### src/rtl/key_pkg.sv
// Shared key-event definitions used by the key scanner, the event queue and
// the CPU-side decoder.
// Contents:
//   KEY_EV_W, KEY_EV_TYPE    event word width and the key-event type code
//   *_HI / *_LO              field ranges TYPE[31:24], TS[23:8], KEYS[7:0]
//   key_ev_t                 packed view of one event word
//   key_ev_stamp()           replaces the TS field of an event with a timestamp
package key_pkg;

  localparam int         KEY_EV_W    = 32;
  localparam logic [7:0] KEY_EV_TYPE = 8'd1;

  localparam int TYPE_HI = 31;
  localparam int TYPE_LO = 24;
  localparam int TS_HI   = 23;
  localparam int TS_LO   = 8;
  localparam int KEYS_HI = 7;
  localparam int KEYS_LO = 0;

  typedef struct packed {
    logic [7:0]  ev_type;
    logic [15:0] ts;
    logic [7:0]  keys;
  } key_ev_t;

  // The scanner leaves the middle field zero; whatever arrives there is
  // discarded and overwritten by the queue's own timestamp.
  function automatic logic [KEY_EV_W-1:0] key_ev_stamp(input logic [KEY_EV_W-1:0] ev,
                                                       input logic [15:0]         ts);
    key_ev_t s;
    s.ev_type = ev[TYPE_HI:TYPE_LO];
    s.ts      = ts;
    s.keys    = ev[KEYS_HI:KEYS_LO];
    return s;
  endfunction

endpackage

### src/rtl/key_evq_tick.sv
// Free-running timestamp source for the key event queue.
// A prescaler counts 0..TS_DIV-1; each time it reaches its terminal value the
// timestamp advances by one and wraps naturally at its full width.
// Ports:
//   clk   in   system clock
//   rst   in   asynchronous, active-low reset (prescaler and timestamp to 0)
//   ts    out  current timestamp
module key_evq_tick #(
  parameter int TS_DIV = 1024,
  parameter int TS_W   = 16
) (
  input  logic            clk,
  input  logic            rst,
  output logic [TS_W-1:0] ts
);

  // One bit is kept even when TS_DIV==1 so the prescaler has a legal width;
  // in that case it sits at 0 and the timestamp advances every cycle.
  localparam int PW = (TS_DIV > 1) ? $clog2(TS_DIV) : 1;

  logic [PW-1:0]   presc_q, presc_d;
  logic [TS_W-1:0] ts_q, ts_d;

  always_comb begin
    presc_d = presc_q;
    ts_d    = ts_q;
    if (presc_q == PW'(TS_DIV - 1)) begin
      presc_d = '0;
      ts_d    = ts_q + TS_W'(1);
    end else begin
      presc_d = presc_q + PW'(1);
    end
  end

  always_ff @(posedge clk or negedge rst) begin
    if (!rst) begin
      presc_q <= '0;
      ts_q    <= '0;
    end else begin
      presc_q <= presc_d;
      ts_q    <= ts_d;
    end
  end

  assign ts = ts_q;

endmodule

### src/rtl/key_event_queue.sv
// Key event queue: buffers timestamped key events between the key scanner and
// the CPU. Each accepted event has its bits [23:8] replaced by the timestamp of
// the cycle it arrived in. The CPU pops one event per rd strobe; irq stays high
// while anything is waiting, and a dropped event sets a sticky overflow flag.
// Ports:
//   clk       in   system clock
//   rst       in   asynchronous, active-low reset
//   ev_valid  in   one-cycle event strobe from the key scanner
//   ev_data   in   event word {type, 16'b0, keys}
//   rd        in   CPU pop strobe
//   flush     in   synchronous queue clear (beats rd and ev_valid)
//   ovf_clr   in   clears the sticky overflow flag
//   rd_data   out  last popped event {type, ts, keys}, held between pops
//   rd_valid  out  one-cycle pulse when rd_data has been updated
//   irq       out  high while the queue is non-empty (registered)
//   count     out  number of entries held
//   ovf       out  sticky flag: an event was dropped on a full queue
module key_event_queue
  import key_pkg::*;
#(
  parameter int DEPTH  = 8,
  parameter int TS_DIV = 1024,
  parameter int TS_W   = 16
) (
  input  logic                       clk,
  input  logic                       rst,
  input  logic                       ev_valid,
  input  logic [KEY_EV_W-1:0]        ev_data,
  input  logic                       rd,
  input  logic                       flush,
  input  logic                       ovf_clr,
  output logic [KEY_EV_W-1:0]        rd_data,
  output logic                       rd_valid,
  output logic                       irq,
  output logic [$clog2(DEPTH+1)-1:0] count,
  output logic                       ovf
);

  localparam int AW = $clog2(DEPTH);
  localparam int CW = $clog2(DEPTH + 1);

  logic [TS_W-1:0] ts;

  key_evq_tick #(
    .TS_DIV (TS_DIV),
    .TS_W   (TS_W)
  ) u_tick (
    .clk (clk),
    .rst (rst),
    .ts  (ts)
  );

  logic [KEY_EV_W-1:0] mem_q [DEPTH];
  logic [AW-1:0]       wp_q, wp_d, rp_q, rp_d;
  logic [CW-1:0]       count_q, count_d;
  logic [KEY_EV_W-1:0] rd_data_q, rd_data_d;
  logic                rd_valid_q, rd_valid_d;
  logic                irq_q, irq_d;
  logic                ovf_q, ovf_d;

  logic                empty, full;
  logic                do_rd, do_wr, drop;
  logic [KEY_EV_W-1:0] wr_word;

  // The scanner's middle field carries no information.
  logic unused_ev_mid;
  assign unused_ev_mid = ^ev_data[TS_HI:TS_LO];

  assign empty   = (count_q == '0);
  assign full    = (count_q == CW'(DEPTH));
  assign wr_word = key_ev_stamp(ev_data, ts);

  // A full queue always has something to pop, so a coincident rd frees the
  // slot this same cycle and the write goes through. Flush suppresses both
  // the pop and the write, and nothing is counted as dropped while flushing.
  always_comb begin
    do_rd      = rd && !empty && !flush;
    do_wr      = ev_valid && !flush && (!full || rd);
    drop       = ev_valid && !flush && full && !rd;

    wp_d       = wp_q;
    rp_d       = rp_q;
    count_d    = count_q;
    rd_data_d  = rd_data_q;
    rd_valid_d = do_rd;

    if (flush) begin
      wp_d    = '0;
      rp_d    = '0;
      count_d = '0;
    end else begin
      if (do_wr) begin
        wp_d = wp_q + AW'(1);
      end
      if (do_rd) begin
        rp_d      = rp_q + AW'(1);
        rd_data_d = mem_q[rp_q];
      end
      count_d = count_q + CW'(do_wr) - CW'(do_rd);
    end

    irq_d = (count_d != '0);

    // A drop in the same cycle as a clear must remain visible to software.
    if (drop) begin
      ovf_d = 1'b1;
    end else if (ovf_clr) begin
      ovf_d = 1'b0;
    end else begin
      ovf_d = ovf_q;
    end
  end

  always_ff @(posedge clk or negedge rst) begin
    if (!rst) begin
      wp_q       <= '0;
      rp_q       <= '0;
      count_q    <= '0;
      rd_data_q  <= '0;
      rd_valid_q <= 1'b0;
      irq_q      <= 1'b0;
      ovf_q      <= 1'b0;
    end else begin
      wp_q       <= wp_d;
      rp_q       <= rp_d;
      count_q    <= count_d;
      rd_data_q  <= rd_data_d;
      rd_valid_q <= rd_valid_d;
      irq_q      <= irq_d;
      ovf_q      <= ovf_d;
    end
  end

  // Storage needs no reset: count and pointers alone decide what is valid.
  always_ff @(posedge clk) begin
    if (do_wr) begin
      mem_q[wp_q] <= wr_word;
    end
  end

  assign rd_data  = rd_data_q;
  assign rd_valid = rd_valid_q;
  assign irq      = irq_q;
  assign count    = count_q;
  assign ovf      = ovf_q;

endmodule

### config.mk
export PLATFORM = sky130hd
export DESIGN_NAME = key_event_queue
export DESIGN_NICKNAME = d
export VERILOG_FILES = /design/src/rtl/key_pkg.sv /design/src/rtl/key_evq_tick.sv /design/src/rtl/key_event_queue.sv
export SDC_FILE = /design/constraint.sdc
export NUM_CORES = 1
export LEC_CHECK = 0
export ABC_AREA = 1
export BUFFER_PORTS_ARGS = -buffer_cell sky130_fd_sc_hd__buf_2
export CAP_MARGIN = 20
export CORE_ASPECT_RATIO = 1.75
export CORE_UTILIZATION = 25
export CTS_CLUSTER_DIAMETER = 30
export DETAILED_ROUTE_END_ITERATION = 10
export PLACE_DENSITY = 0.46
export SLEW_MARGIN = 25
export SYNTH_ARGS = -nofsm -noshare
export SYNTH_HDL_FRONTEND = slang
export SYNTH_HIERARCHICAL = 1
export SYNTH_SLANG_ARGS = --single-unit
### constraint.sdc
create_clock -name clk -period 4.8 [get_ports clk]
set_clock_uncertainty 0.1 [all_clocks]
set_input_delay 0.96 -clock clk [delete_from_list [all_inputs] [get_ports clk]]
set_output_delay 0.96 -clock clk [all_outputs]
set_load 0.05 [all_outputs]
* Word level (Yosys, flattened, before mapping)
Memory sizes are Yosys's and may differ from the RTL's. A register that Yosys moved wholly into a read port is not among the register bits.
Cells that the tools add are included.
** Storage, ports and cells
- Output and inout port bits :: 39
- Word-level logic and storage cells :: 46
- Register bits :: 39
- Memories :: 1
- Bits in read-only memories :: 0
- Bits of input ports :: 38
- Bits in latches :: 0
- RAM bits :: 256
** Cells by class
- Shifts and indexed selects :: 0
- Magnitude comparators :: 0
- Div/mod/pow operators :: 0
- Multiply operators :: 0
- Eq/ne operators :: 2
- Bitwise operators :: 1
- Reduce and logical (&&, ||, !) cells :: 18
- Add/subtract/negate cells :: 6
- Mux-type cells :: 10
** Memory list
- mem_q :: words 8, bits a word 32, read ports 1, clocked after Yosys merged registers in 1, write ports 1, line key_event_queue.sv:53 : logic [KEY_EV_W-1:0] mem_q [DEPTH];
** Operators by type and width (number)
- 16-bit by 1-bit adder with 16-bit output (second input constant) :: 1
- 3-bit 2-to-1 mux :: 4
- 10-bit by 1-bit adder with 10-bit output (second input constant) :: 1
- 10-bit == test (second input constant) :: 1
- 10-bit 2-to-1 mux :: 1
- 3-bit by 1-bit adder with 3-bit output (second input constant) :: 2
- 1-bit logical AND :: 6
- 2-bit nonzero test :: 3
- 1-bit logical NOT :: 5
- 4-bit by 1-bit adder with 4-bit output :: 1
- 4-bit == test (second input constant) :: 1
- 4-bit logical NOT :: 1
- 1-bit 2-to-1 mux :: 4
- 4-bit 2-to-1 mux :: 1
- 4-bit nonzero test :: 1
- 4-bit by 1-bit subtractor with 4-bit output :: 1
- 2-bit AND reduction :: 1
- 1-bit logical OR :: 1
- 1-bit inverter :: 1

* Longest topological paths before layout
- Depth in word-level cells :: 8
- Mapped depth :: 14
- Gate-level depth less buffers :: 13

* Hierarchy
Netlist, hierarchy kept.
** By module, submodules not included
- key_event_queue :: area an instance 12639.6 µm², cells an instance 1201, seq. area each 8813.5 µm², times used 1
- key_evq_tick :: area an instance 1437.6 µm², cells an instance 185, seq. area each 650.6 µm², times used 1

* Worst setup path after synthesis
OpenSTA, ideal clock, no wires.
- Path type :: input to register
- From :: input port flush
- To :: memory mem_q[7][0] (enable)
- Setup slack :: 761 ps
- Data required time :: 4239 ps
- Setup time :: 461 ps
- Buffers on the path :: 0
- Stages :: 5
- Arrival :: 3477 ps
- Cells stage by stage :: inv_2 > nand2_1 > inv_2 > nand2_2 > nor3_1
** Between the ends
- Cells in the longest elaborated chain, start to end :: 5
** Ends and longest elaborated chain
- from (decl) :: line key_event_queue.sv:30 : input logic flush,
- 1-bit logical NOT :: line key_event_queue.sv:78 : do_wr = ev_valid && !flush && (!full || rd);
- 1-bit logical AND (2 in a row) :: line key_event_queue.sv:78
- 1-bit 2-to-1 mux :: line key_event_queue.sv:136 : if (do_wr) begin
- 1-bit 2-to-1 mux (not written as such) :: line key_event_queue.sv:137 : mem_q[wp_q] <= wr_word;
- to (decl) :: line key_event_queue.sv:53
No other way between the ends.

* Worst setup path in the final report
- From :: input port flush
- To :: memory mem_q[0][7] (enable)
The elaborated chain is that of the path after synthesis.

==> qor.yml <==
grt_remaining_overflow: 0
syn-mean-instance-area_sq_um: 10.16
critPathLaunchType: "input port"
p_int_mw: 5.772
layout_worst_path_cycle_share_pct: 56.86
route.vias.total: 9263
core_sq_mm: 0.05549
power_frac_clock_pct: 39.5
routabilityCongestion: 0.7212
via_count_of_the_first_global_routing_pass: 9325
grt.busiest_layer: "met2"
irDropWorstVdd_v: 0.0002766
switching_power_mw: 2.981
avgRoutedWirePerCell_um: 15.64
cts_setup_buffers: 0
insertion_delay_ps: 560
final_common_cell: "sky130_fd_sc_hd__nand2_1"
met1_usage_pct: 12.97
netSwitchingFraction_pct: 34.06
drive_above_1_share_pct: 12.60
route.final.wire_length_um: 34220
seq_power_share_pct: 38.9
crit_arrival_ps: 2890
max_slew_violation_count: 0
finish.utilization_pct: 30.23
cap_violations: 0
max_freq_ghz: 0.3664
layout_common_cells: "448 x sky130_fd_sc_hd__nand2_1, 256 x sky130_fd_sc_hd__edfxtp_1, 230 x sky130_fd_sc_hd__inv_1"
number_of_cell_rows: 114
cts-resized-gates: 0
mapped_area_sq_mm: 0.01408
clkTransAtPathRegs_ps: 60
final-setup-viol-count: 0
slew-limit-headroom_pct: 35.30
cts_max_path_buffers: 3
cts_root_buffer: "sky130_fd_sc_hd__clkbuf_16"
run_status: "complete, no violations"
antenna_found_initial: 0
rsz0062_at_grt: "no"
flip_flop_and_latch_count_after_synthesis: 327
dp_slack_ps: 1446
drt_drc_violations_left: 0
power_frac_comb_pct: 21.6
fp.dieH_um: 315.9
timing.critical_path.to_type: "register"
nNetsFinal: 1503
synthToLayoutAreaGrowth_pct: 19.15
die_x_um: 181.4
timing.hold.ws_ps: 344.1
cts.sinks: 327
p_leak_nw: 7.385
setup_slack_ps: 2071
depth_of_the_cts_h_tree: 2
post-synth-top-area-cell: "sky130_fd_sc_hd__edfxtp_1"
floorplan.initialDensity_pct: 25.37
synth_seq_area_share_pct: 67.23
placedCellCount: 2102
detail-route-antenna-nets: 0
detail_route.iter0.violations: 426
grt_pass1_wl_um: 53460
total_grt_usage_pct: 12.35
fin_crit_ps: 2729
synth_cell_types: 31
place.port_buffers: 60
final-hold-violation-count: 0
diodes: 0
power_density_mw_per_mm2: 521.8
instance_count_of_the_mapped_netlist: 1386
post_synth_main_area_contributors: "sky130_fd_sc_hd__edfxtp_1 55%, sky130_fd_sc_hd__dfrtp_1 13%, sky130_fd_sc_hd__nand2_1 12%"
global_route.usage.met2_pct: 23.78
place_hpwl_um: 18400
io_pins: 77
fin_cells: 2188
post_synthesis_net_count: 1435
detail_route.vias_per_cell: 4.234
drt_pass1_iterations: 7
worstSetupPathType: "input port to register"
cts_hold_buffers: 0
grt_max_degree: 131
tritoncts.num_buffers: 46
regToRegSetupSlack_ps: 2100
totalNegativeSetupSlack_ps: 0
floorplan.die_area_sq_mm: 0.05730
met3_usage_pct: 2.177
critPathRequiredTime_ps: 4960
holdCritPathClass: "input port to asynchronous set/reset pin"
synth_top_area_share_pct: 54.61
yosysWarnings: 6
tritoncts: "done"
worstPathMaxFanout: 20
worst_slew_pin_slew_ps: 970.6
[area by class of cell]
class                   instances  area, sq um
multi-input cells             765         3476
inverters                     236        890.9
clock buffers                  48         1159
fillers                      5539        38710
well taps                     696        870.8
repair buffers                 78        475.5
flip-flops and latches        327         9469
clock inverters                38        432.9
[cells in the mapped netlist, drive strengths merged]
| master | instances |
|---|---|
| nand2 | 452 |
| edfxtp | 256 |
| inv | 236 |
| nand3 | 217 |
| dfrtp | 71 |
| buf | 53 |
| nor2 | 43 |
| o21ai | 12 |
| ha | 10 |
| xor2 | 9 |
| nor3 | 7 |
| clkbuf | 5 |
| nand3b | 3 |
| xnor2 | 3 |
| nand4 | 2 |
| o22ai | 2 |
| or2 | 2 |
| a21o | 1 |
| a21oi | 1 |
| fa | 1 |
[power groups by stage]
stage | clock (mW) | sequential, mW | combinational, mW
floorplan | 0 | 3.90 | 0.956
global placement | 0 | 3.46 | 1.92
detailed placement | 0 | 3.46 | 1.93
CTS | 3.55 | 3.41 | 1.94
global route | 3.66 | 3.44 | 2.11
finish | 3.46 | 3.40 | 1.89
[stage by stage]
step	total power [mW]	area [sq um]
floorplan	4.855	14080
global placement	5.379	15180
detailed placement	5.398	15180
CTS	8.906	16770
global route	9.206	16770
finish	8.752	16770
[worst max-delay path, stage by stage]
cell and delay (ps):
sky130_fd_sc_hd__buf_2 140, sky130_fd_sc_hd__inv_2 120, sky130_fd_sc_hd__nand2_1 100, sky130_fd_sc_hd__inv_2 80, sky130_fd_sc_hd__nand3_1 340, sky130_fd_sc_hd__nor2_4 800, sky130_fd_sc_hd__buf_4 320
[per-layer routing]
metal	share of wire, %	vias up
met4	3.1	0
li1	-	4587
met1	39	4464
met5	0	-
met2	54	157
met3	3.7	55
[flip-flops by register name, summed over array words and instances (netlist names)]
register / flops
rp_q: 3
ovf: 1
mem_q: 256
irq: 1
u_tick/presc_q: 10
rd_valid: 1
rd_data: 32
u_tick/ts: 16
count: 4
wp_q: 3
[path summary, 6_finish.rpt]
path / end / cells after the start / start
setup / recovery: mem_q[0][7]$_DFFE_PP_ / 7 / flush
hold / removal: count[3]$_DFF_PN0_ / 1 / rst
setup reg to reg: mem_q[0][7]$_DFFE_PP_ / 6 / count[2]$_DFF_PN0_
hold reg to reg: rd_data[5]$_DFFE_PN0P_ / 2 / rd_data[5]$_DFFE_PN0P_
max in group asynchronous: rd_data[13]$_DFFE_PN0P_ / 2 / rst
min in group clk: rd_data[5]$_DFFE_PN0P_ / 2 / rd_data[5]$_DFFE_PN0P_
[cells by family (layout without fill, tap and decap cells)]
family	Yosys count	count (layout)	synth area share [%]
DFF	327	327	67.23
buffers and inverters	294	400	8.435
and+or+nand+nor	726	726	21.89
adders and majority gates	11	11	1.031
AOI/OAI and AO/OA	16	16	0.6132
xor gates and xnor gates	12	12	0.8000
No activity file was read; power rests on OpenSTA's default activity.
